### config.mk
export PLATFORM = sky130hd
export DESIGN_NAME = imem_port_arbiter_flat
export DESIGN_NICKNAME = d
export VERILOG_FILES = /design/src/rtl/imem_port_arbiter_pkg.sv /design/src/rtl/imem_port_arbiter_if.sv /design/src/rtl/imem_port_arbiter.sv /design/src/flat_wrapper.sv
export SDC_FILE = /design/constraint.sdc
export NUM_CORES = 1
export LEC_CHECK = 0
export CAP_MARGIN = 30
export CORE_MARGIN = 5
export CORE_UTILIZATION = 23
export DETAILED_ROUTE_END_ITERATION = 16
export PLACE_DENSITY = 0.84
export SYNTH_ARGS = -nofsm -noshare
export SYNTH_HDL_FRONTEND = slang
export SYNTH_SLANG_ARGS = --single-unit
export TNS_END_PERCENT = 100
### constraint.sdc
create_clock -name clk -period 1.49 [get_ports clk]
set_input_delay 0.298 -clock clk [delete_from_list [all_inputs] [get_ports clk]]
set_output_delay 0.298 -clock clk [all_outputs]
set_load 0.05 [all_outputs]
### src/rtl/imem_port_arbiter_pkg.sv
// imem_port_arbiter_pkg
//   Shared constants and types for the instruction-memory port arbiter.
//   ADDR_WIDTH/DATA_WIDTH/DATA_BYTES : default memory geometry
//   IMEM_MAX_LOAD_RUN                : default loader burst limit while fetch waits
//   rd_owner_e                       : which requester owns the read in flight
package imem_port_arbiter_pkg;

    localparam int ADDR_WIDTH        = 10;
    localparam int DATA_WIDTH        = 32;
    localparam int DATA_BYTES        = DATA_WIDTH / 8;
    localparam int IMEM_MAX_LOAD_RUN = 4;

    typedef enum logic [1:0] {
        OWN_NONE  = 2'd0,
        OWN_FETCH = 2'd1,
        OWN_LOAD  = 2'd2
    } rd_owner_e;

endpackage

### src/rtl/imem_port_arbiter_if.sv
// imem_port_arbiter_if
//   Bundles the fetch port, loader port and memory-side signals of the
//   instruction-memory arbiter.
//   slave  : the arbiter (takes requests + mem read data, drives grants/returns/mem ctrl)
//   master : the surrounding requesters and memory (the other side)
interface imem_port_arbiter_if #(
    parameter int ADDR_WIDTH = imem_port_arbiter_pkg::ADDR_WIDTH,
    parameter int DATA_WIDTH = imem_port_arbiter_pkg::DATA_WIDTH,
    parameter int DATA_BYTES = imem_port_arbiter_pkg::DATA_BYTES
);
    // fetch port
    logic                  f_req_i;
    logic [ADDR_WIDTH-1:0] f_addr_i;
    logic                  f_gnt_o;
    logic                  f_rvalid_o;
    logic [DATA_WIDTH-1:0] f_rdata_o;
    // loader port
    logic                  l_req_i;
    logic                  l_we_i;
    logic [ADDR_WIDTH-1:0] l_addr_i;
    logic [DATA_WIDTH-1:0] l_wdata_i;
    logic [DATA_BYTES-1:0] l_be_i;
    logic                  l_gnt_o;
    logic                  l_rvalid_o;
    logic [DATA_WIDTH-1:0] l_rdata_o;
    // memory side
    logic [ADDR_WIDTH-1:0] mem_addr_o;
    logic [DATA_WIDTH-1:0] mem_wdata_o;
    logic [DATA_BYTES-1:0] mem_wen_o;
    logic [DATA_WIDTH-1:0] mem_rdata_i;

    modport slave (
        input  f_req_i, f_addr_i,
        output f_gnt_o, f_rvalid_o, f_rdata_o,
        input  l_req_i, l_we_i, l_addr_i, l_wdata_i, l_be_i,
        output l_gnt_o, l_rvalid_o, l_rdata_o,
        output mem_addr_o, mem_wdata_o, mem_wen_o,
        input  mem_rdata_i
    );

    modport master (
        output f_req_i, f_addr_i,
        input  f_gnt_o, f_rvalid_o, f_rdata_o,
        output l_req_i, l_we_i, l_addr_i, l_wdata_i, l_be_i,
        input  l_gnt_o, l_rvalid_o, l_rdata_o,
        input  mem_addr_o, mem_wdata_o, mem_wen_o,
        output mem_rdata_i
    );

endinterface

### src/rtl/imem_port_arbiter.sv
// imem_port_arbiter
//   Shares a single-port, one-cycle-latency instruction memory between the
//   fetch stage (read only) and the loader/debug port (read/write).
//   Grants are combinational; read data is steered back to the requester
//   that owned the read issued in the previous cycle.
//   Ports:
//     clk  : clock
//     rst  : asynchronous, active-low reset
//     bus  : imem_port_arbiter_if.slave (fetch, loader and memory signals)
//   Build option:
//     IMEM_ARB_STARVE_GUARD_EN - after MAX_LOAD_RUN consecutive loader grants
//     with fetch waiting, fetch gets the next slot. Undefined: strict loader
//     priority, no run counter.
module imem_port_arbiter #(
    parameter int ADDR_WIDTH   = imem_port_arbiter_pkg::ADDR_WIDTH,
    parameter int DATA_WIDTH   = imem_port_arbiter_pkg::DATA_WIDTH,
    parameter int DATA_BYTES   = imem_port_arbiter_pkg::DATA_BYTES,
    parameter int MAX_LOAD_RUN = imem_port_arbiter_pkg::IMEM_MAX_LOAD_RUN
) (
    input  logic                 clk,
    input  logic                 rst,
    imem_port_arbiter_if.slave   bus
);
    import imem_port_arbiter_pkg::*;

    logic                  f_gnt, l_gnt;
    logic                  force_f;   // starvation guard hands the slot to fetch
    rd_owner_e             owner_q, owner_d;
    logic [ADDR_WIDTH-1:0] addr_q, addr_d;

`ifdef IMEM_ARB_STARVE_GUARD_EN
    localparam int RUN_W = $clog2(MAX_LOAD_RUN + 1);
    logic [RUN_W-1:0] run_q, run_d;

    assign force_f = bus.f_req_i && (run_q == RUN_W'(MAX_LOAD_RUN));

    // Counts loader wins only while fetch is actually waiting.
    always_comb begin
        run_d = run_q;
        if (!bus.f_req_i || f_gnt) run_d = '0;
        else if (l_gnt)            run_d = run_q + 1'b1;
    end

    always_ff @(posedge clk or negedge rst) begin
        if (!rst) run_q <= '0;
        else      run_q <= run_d;
    end
`else
    assign force_f = 1'b0;
`endif

    // Gated by rst so nothing is granted (and nothing written) in reset.
    assign l_gnt = rst && bus.l_req_i && !force_f;
    assign f_gnt = rst && bus.f_req_i && (!bus.l_req_i || force_f);

    assign bus.f_gnt_o = f_gnt;
    assign bus.l_gnt_o = l_gnt;

    // Address holds its last granted value when idle so the memory sees
    // no spurious address toggles.
    always_comb begin
        addr_d = addr_q;
        if (l_gnt)      addr_d = bus.l_addr_i;
        else if (f_gnt) addr_d = bus.f_addr_i;
    end

    assign bus.mem_addr_o  = addr_d;
    assign bus.mem_wdata_o = bus.l_wdata_i;
    assign bus.mem_wen_o   = (l_gnt && bus.l_we_i) ? bus.l_be_i : '0;

    always_comb begin
        owner_d = OWN_NONE;
        if (f_gnt)                     owner_d = OWN_FETCH;
        else if (l_gnt && !bus.l_we_i) owner_d = OWN_LOAD;
    end

    always_ff @(posedge clk or negedge rst) begin
        if (!rst) begin
            owner_q <= OWN_NONE;
            addr_q  <= '0;
        end else begin
            owner_q <= owner_d;
            addr_q  <= addr_d;
        end
    end

    // Read data is zeroed unless this requester owns the returning read.
    assign bus.f_rvalid_o = (owner_q == OWN_FETCH);
    assign bus.l_rvalid_o = (owner_q == OWN_LOAD);
    assign bus.f_rdata_o  = bus.f_rvalid_o ? bus.mem_rdata_i : '0;
    assign bus.l_rdata_o  = bus.l_rvalid_o ? bus.mem_rdata_i : '0;

endmodule

### src/flat_wrapper.sv
// flat-port wrapper written by rule: the top's interface ports become plain ports
module imem_port_arbiter_flat import imem_port_arbiter_pkg::*;
#(
    parameter int ADDR_WIDTH   = imem_port_arbiter_pkg::ADDR_WIDTH,
    parameter int DATA_WIDTH   = imem_port_arbiter_pkg::DATA_WIDTH,
    parameter int DATA_BYTES   = imem_port_arbiter_pkg::DATA_BYTES,
    parameter int MAX_LOAD_RUN = imem_port_arbiter_pkg::IMEM_MAX_LOAD_RUN
)
  (clk, rst, bus_f_req_i, bus_f_addr_i, bus_f_gnt_o, bus_f_rvalid_o, bus_f_rdata_o, bus_l_req_i, bus_l_we_i, bus_l_addr_i, bus_l_wdata_i, bus_l_be_i, bus_l_gnt_o, bus_l_rvalid_o, bus_l_rdata_o, bus_mem_addr_o, bus_mem_wdata_o, bus_mem_wen_o, bus_mem_rdata_i);
  imem_port_arbiter_if #(.ADDR_WIDTH(ADDR_WIDTH), .DATA_WIDTH(DATA_WIDTH), .DATA_BYTES(DATA_BYTES)) bus_i ();
  input  logic clk;
  input  logic rst;
  input wire logic [$bits(bus_i.f_req_i)-1:0] bus_f_req_i;
  input wire logic [$bits(bus_i.f_addr_i)-1:0] bus_f_addr_i;
  output wire logic [$bits(bus_i.f_gnt_o)-1:0] bus_f_gnt_o;
  output wire logic [$bits(bus_i.f_rvalid_o)-1:0] bus_f_rvalid_o;
  output wire logic [$bits(bus_i.f_rdata_o)-1:0] bus_f_rdata_o;
  input wire logic [$bits(bus_i.l_req_i)-1:0] bus_l_req_i;
  input wire logic [$bits(bus_i.l_we_i)-1:0] bus_l_we_i;
  input wire logic [$bits(bus_i.l_addr_i)-1:0] bus_l_addr_i;
  input wire logic [$bits(bus_i.l_wdata_i)-1:0] bus_l_wdata_i;
  input wire logic [$bits(bus_i.l_be_i)-1:0] bus_l_be_i;
  output wire logic [$bits(bus_i.l_gnt_o)-1:0] bus_l_gnt_o;
  output wire logic [$bits(bus_i.l_rvalid_o)-1:0] bus_l_rvalid_o;
  output wire logic [$bits(bus_i.l_rdata_o)-1:0] bus_l_rdata_o;
  output wire logic [$bits(bus_i.mem_addr_o)-1:0] bus_mem_addr_o;
  output wire logic [$bits(bus_i.mem_wdata_o)-1:0] bus_mem_wdata_o;
  output wire logic [$bits(bus_i.mem_wen_o)-1:0] bus_mem_wen_o;
  input wire logic [$bits(bus_i.mem_rdata_i)-1:0] bus_mem_rdata_i;
  assign bus_i.f_req_i = bus_f_req_i;
  assign bus_i.f_addr_i = bus_f_addr_i;
  assign bus_f_gnt_o = bus_i.f_gnt_o;
  assign bus_f_rvalid_o = bus_i.f_rvalid_o;
  assign bus_f_rdata_o = bus_i.f_rdata_o;
  assign bus_i.l_req_i = bus_l_req_i;
  assign bus_i.l_we_i = bus_l_we_i;
  assign bus_i.l_addr_i = bus_l_addr_i;
  assign bus_i.l_wdata_i = bus_l_wdata_i;
  assign bus_i.l_be_i = bus_l_be_i;
  assign bus_l_gnt_o = bus_i.l_gnt_o;
  assign bus_l_rvalid_o = bus_i.l_rvalid_o;
  assign bus_l_rdata_o = bus_i.l_rdata_o;
  assign bus_mem_addr_o = bus_i.mem_addr_o;
  assign bus_mem_wdata_o = bus_i.mem_wdata_o;
  assign bus_mem_wen_o = bus_i.mem_wen_o;
  assign bus_i.mem_rdata_i = bus_mem_rdata_i;
  imem_port_arbiter #(.ADDR_WIDTH(ADDR_WIDTH), .DATA_WIDTH(DATA_WIDTH), .DATA_BYTES(DATA_BYTES), .MAX_LOAD_RUN(MAX_LOAD_RUN)) u_core (.clk(clk), .rst(rst), .bus(bus_i));
endmodule
==> flow_summary.toml <==
[floorplanning]
start_util_pct = 24.0
pin_count = 207
dieArea_sq_um = 7480
rows = 27
die_h_microns = 86.5
die_x_microns = 86.5
core_sq_um = 5610

[sta]
setup_viol = 64
period_needed_ps = 1660
finalHoldViolations = 0
worst_slack_ps = -173
fin_tns_setup_ps = -8110
fin_skew_ps = 0
slew_viol_final = 0
clock.fmax_mhz = 601
rsz0062_at_grt = "true"
period_share_pct = 112
max-slew-margin-rel_pct = 80.7
tightest_slew_ps = 288

[synth]
synth_top_cell_area_share_pct = 29.8
syn_avg_cell_area_sq_um = 8.35
ys_seq_elements = 12
synth.distinct_cells = 17
synthesis.nets = 254
seq_area_frac_synth_pct = 22.3
synthesis.area_sq_um = 1350
synth_cells = 161
yosys.area.top_type = "and2_1"
yosysWarnings = 0
ys_top_cells_by_area = "and2_1, dfrtp_1, buf_4"

[clocking]
cts_tree = "built"
h-tree-depth = 1
clock_latency_ps = 240
clkTransAtPathRegs_ps = 60
cts_root_buffer = "clkbuf_8"
numCtsBuffers = 3
clock-sinks = 12
clk_path_buf_depth = 2

[drt]
via_per_inst = 4.39
drcViolationCount = 0
post_drt_wl_per_cell_microns = 17.8
vias = 1548
drt_iter0_drc = 25
drt_pass1_iterations = 4
route.final.wire_length_microns = 6290
route.antenna.remaining_nets = 0

[layout]
num-fill-cells = 387
final_nets = 375
drive_gt1_share_pct = 61.9
diodes = 0
layout_commonest_cell = "buf_12"
layout_common_cells = "buf_12, and2_4, clkdlybuf4s50_1, dlygate4sd2_1, and2_1"
area_growth_pct = 184

[pwr]
powerDensity_nw_per_um2 = 503
leakage_nw = 1.68
finalPower_mw = 1.92
ir_worst_vdd_mv = 0.524

[placed_design]
hpwlAfterDp_microns = 5170
io_buffers = 142
gp_congestion = 0.746

[hold_path]
hold_path_class = "in -> async"

[worst_setup_path]
critPathRequiredTime_ps = 1190
worstPathMaxFanout = 33
worst_r2r_path_depth = 2
end_kind = "output pin"
path_class = "reg -> out"
critPathArrivalTime_ps = 1360
worstSetupStartpointType = "flop"

[global_routing]
grt.total_usage_pct = 15.8
antenna_found_initial = 0
grt_max_degree = 34
grt_overflow = 0
grt_pass1_vias = 1607
grt_pass1_wl_microns = 9320

[job]
max-cap-violations = 0

[run_status]
outcome = "finished with violations"
violations = "setup timing"
## report_power, final
| group | total [mW] | switching (mW) | leakage, nW | internal, mW |
|---|---|---|---|---|
| sequential | 0.381 | 0.0177 | 0.137 | 0.364 |
| combinational | 1.17 | 0.553 | 1.52 | 0.622 |
| clock | 0.364 | 0.130 | 0.0288 | 0.234 |
## what timing repair did
action,CTS,global route
pin swaps,16,7
hold endpoints to repair,6,0
buffers inserted,1,0
cloned,2,0
resized for setup,81,12
endpoints found under the setup margin,81,72
hold buffers,1,0
## cell usage after synthesis
cell	count
and2_1	64
and2_4	1
and2b_1	1
and3_1	4
buf_2	8
buf_4	32
buf_6	3
dfrtp_1	12
inv_2	1
nand2b_1	9
nand3b_1	10
nor2_1	1
nor2b_1	1
nor2b_2	1
o21a_1	1
o221a_1	10
or2b_1	2
## routing by layer
layer | up-vias | track usage, % | wire length (microns)
met5 | - | 0 | 0
met4 | 0 | 2.12 | 34
met3 | 4 | 7.89 | 864
met2 | 118 | 27.7 | 3170
met1 | 690 | 17.5 | 2230
li1 | 736 | - | -
## state kept, by name, indices dropped and copies added (netlist names)
signal / cells
u_core.owner_q: 2
u_core.addr_q: 10
## final cells by class
type	instances	area [sq um]	area share (%)
repair buffers	157	2380	62.4
multi-input cells	107	987	25.9
flip-flops and latches	12	300	7.87
well taps	72	90.1	2.36
clock buffers	4	55.1	1.44
inverters	1	3.75	0.0983
## worst paths after layout
| check | from | end | slack (ps) |
|---|---|---|---|
| worst max-delay path | u_core.owner_q[0] | bus_l_rdata_o[19] | -170 |
| worst min-delay path | rst | u_core.addr_q[1] | 60 |
| worst max register to register | u_core.addr_q[7] | u_core.addr_q[7] | 580 |
| worst min register to register | u_core.addr_q[5] | u_core.addr_q[5] | 600 |
| max in group asynchronous | rst | u_core.owner_q[1] | 600 |
| min in group clk | rst | u_core.owner_q[0] | 460 |
## kinds of logic after synthesis
group / Yosys count / share of synthesized area (%)
AO/OA/AOI/OAI: 11 / 8.93
buffers and inverters: 44 / 23.6
flip-flops: 12 / 22.3
AND/OR/NAND/NOR: 94 / 45.1
## through the flow
step | setup slack, ps | hold slack (ps) | std cells | area, sq um | utilization, %
6_report | -173 | 56.9 | 353 | 3820 | 68.1
5_1_grt | -242 | 57.5 | 353 | 3820 | 68.1
4_1_cts | -197 | 51.8 | 353 | 3770 | 67.2
3_5_place_dp | -557 | 596 | 345 | 3510 | 62.7
3_3_place_gp | -469 | 596 | 345 | 3510 | 62.7
2_1_floorplan | -57.8 | 2.41 | 161 | 1380 | -
## critical path: stages, from the launching register on
cell	delay, ps
dfrtp_1	370
and2b_1	230
buf_12	180
and2_1	190
buf_12	140
Power figures use the tool's default switching activity.
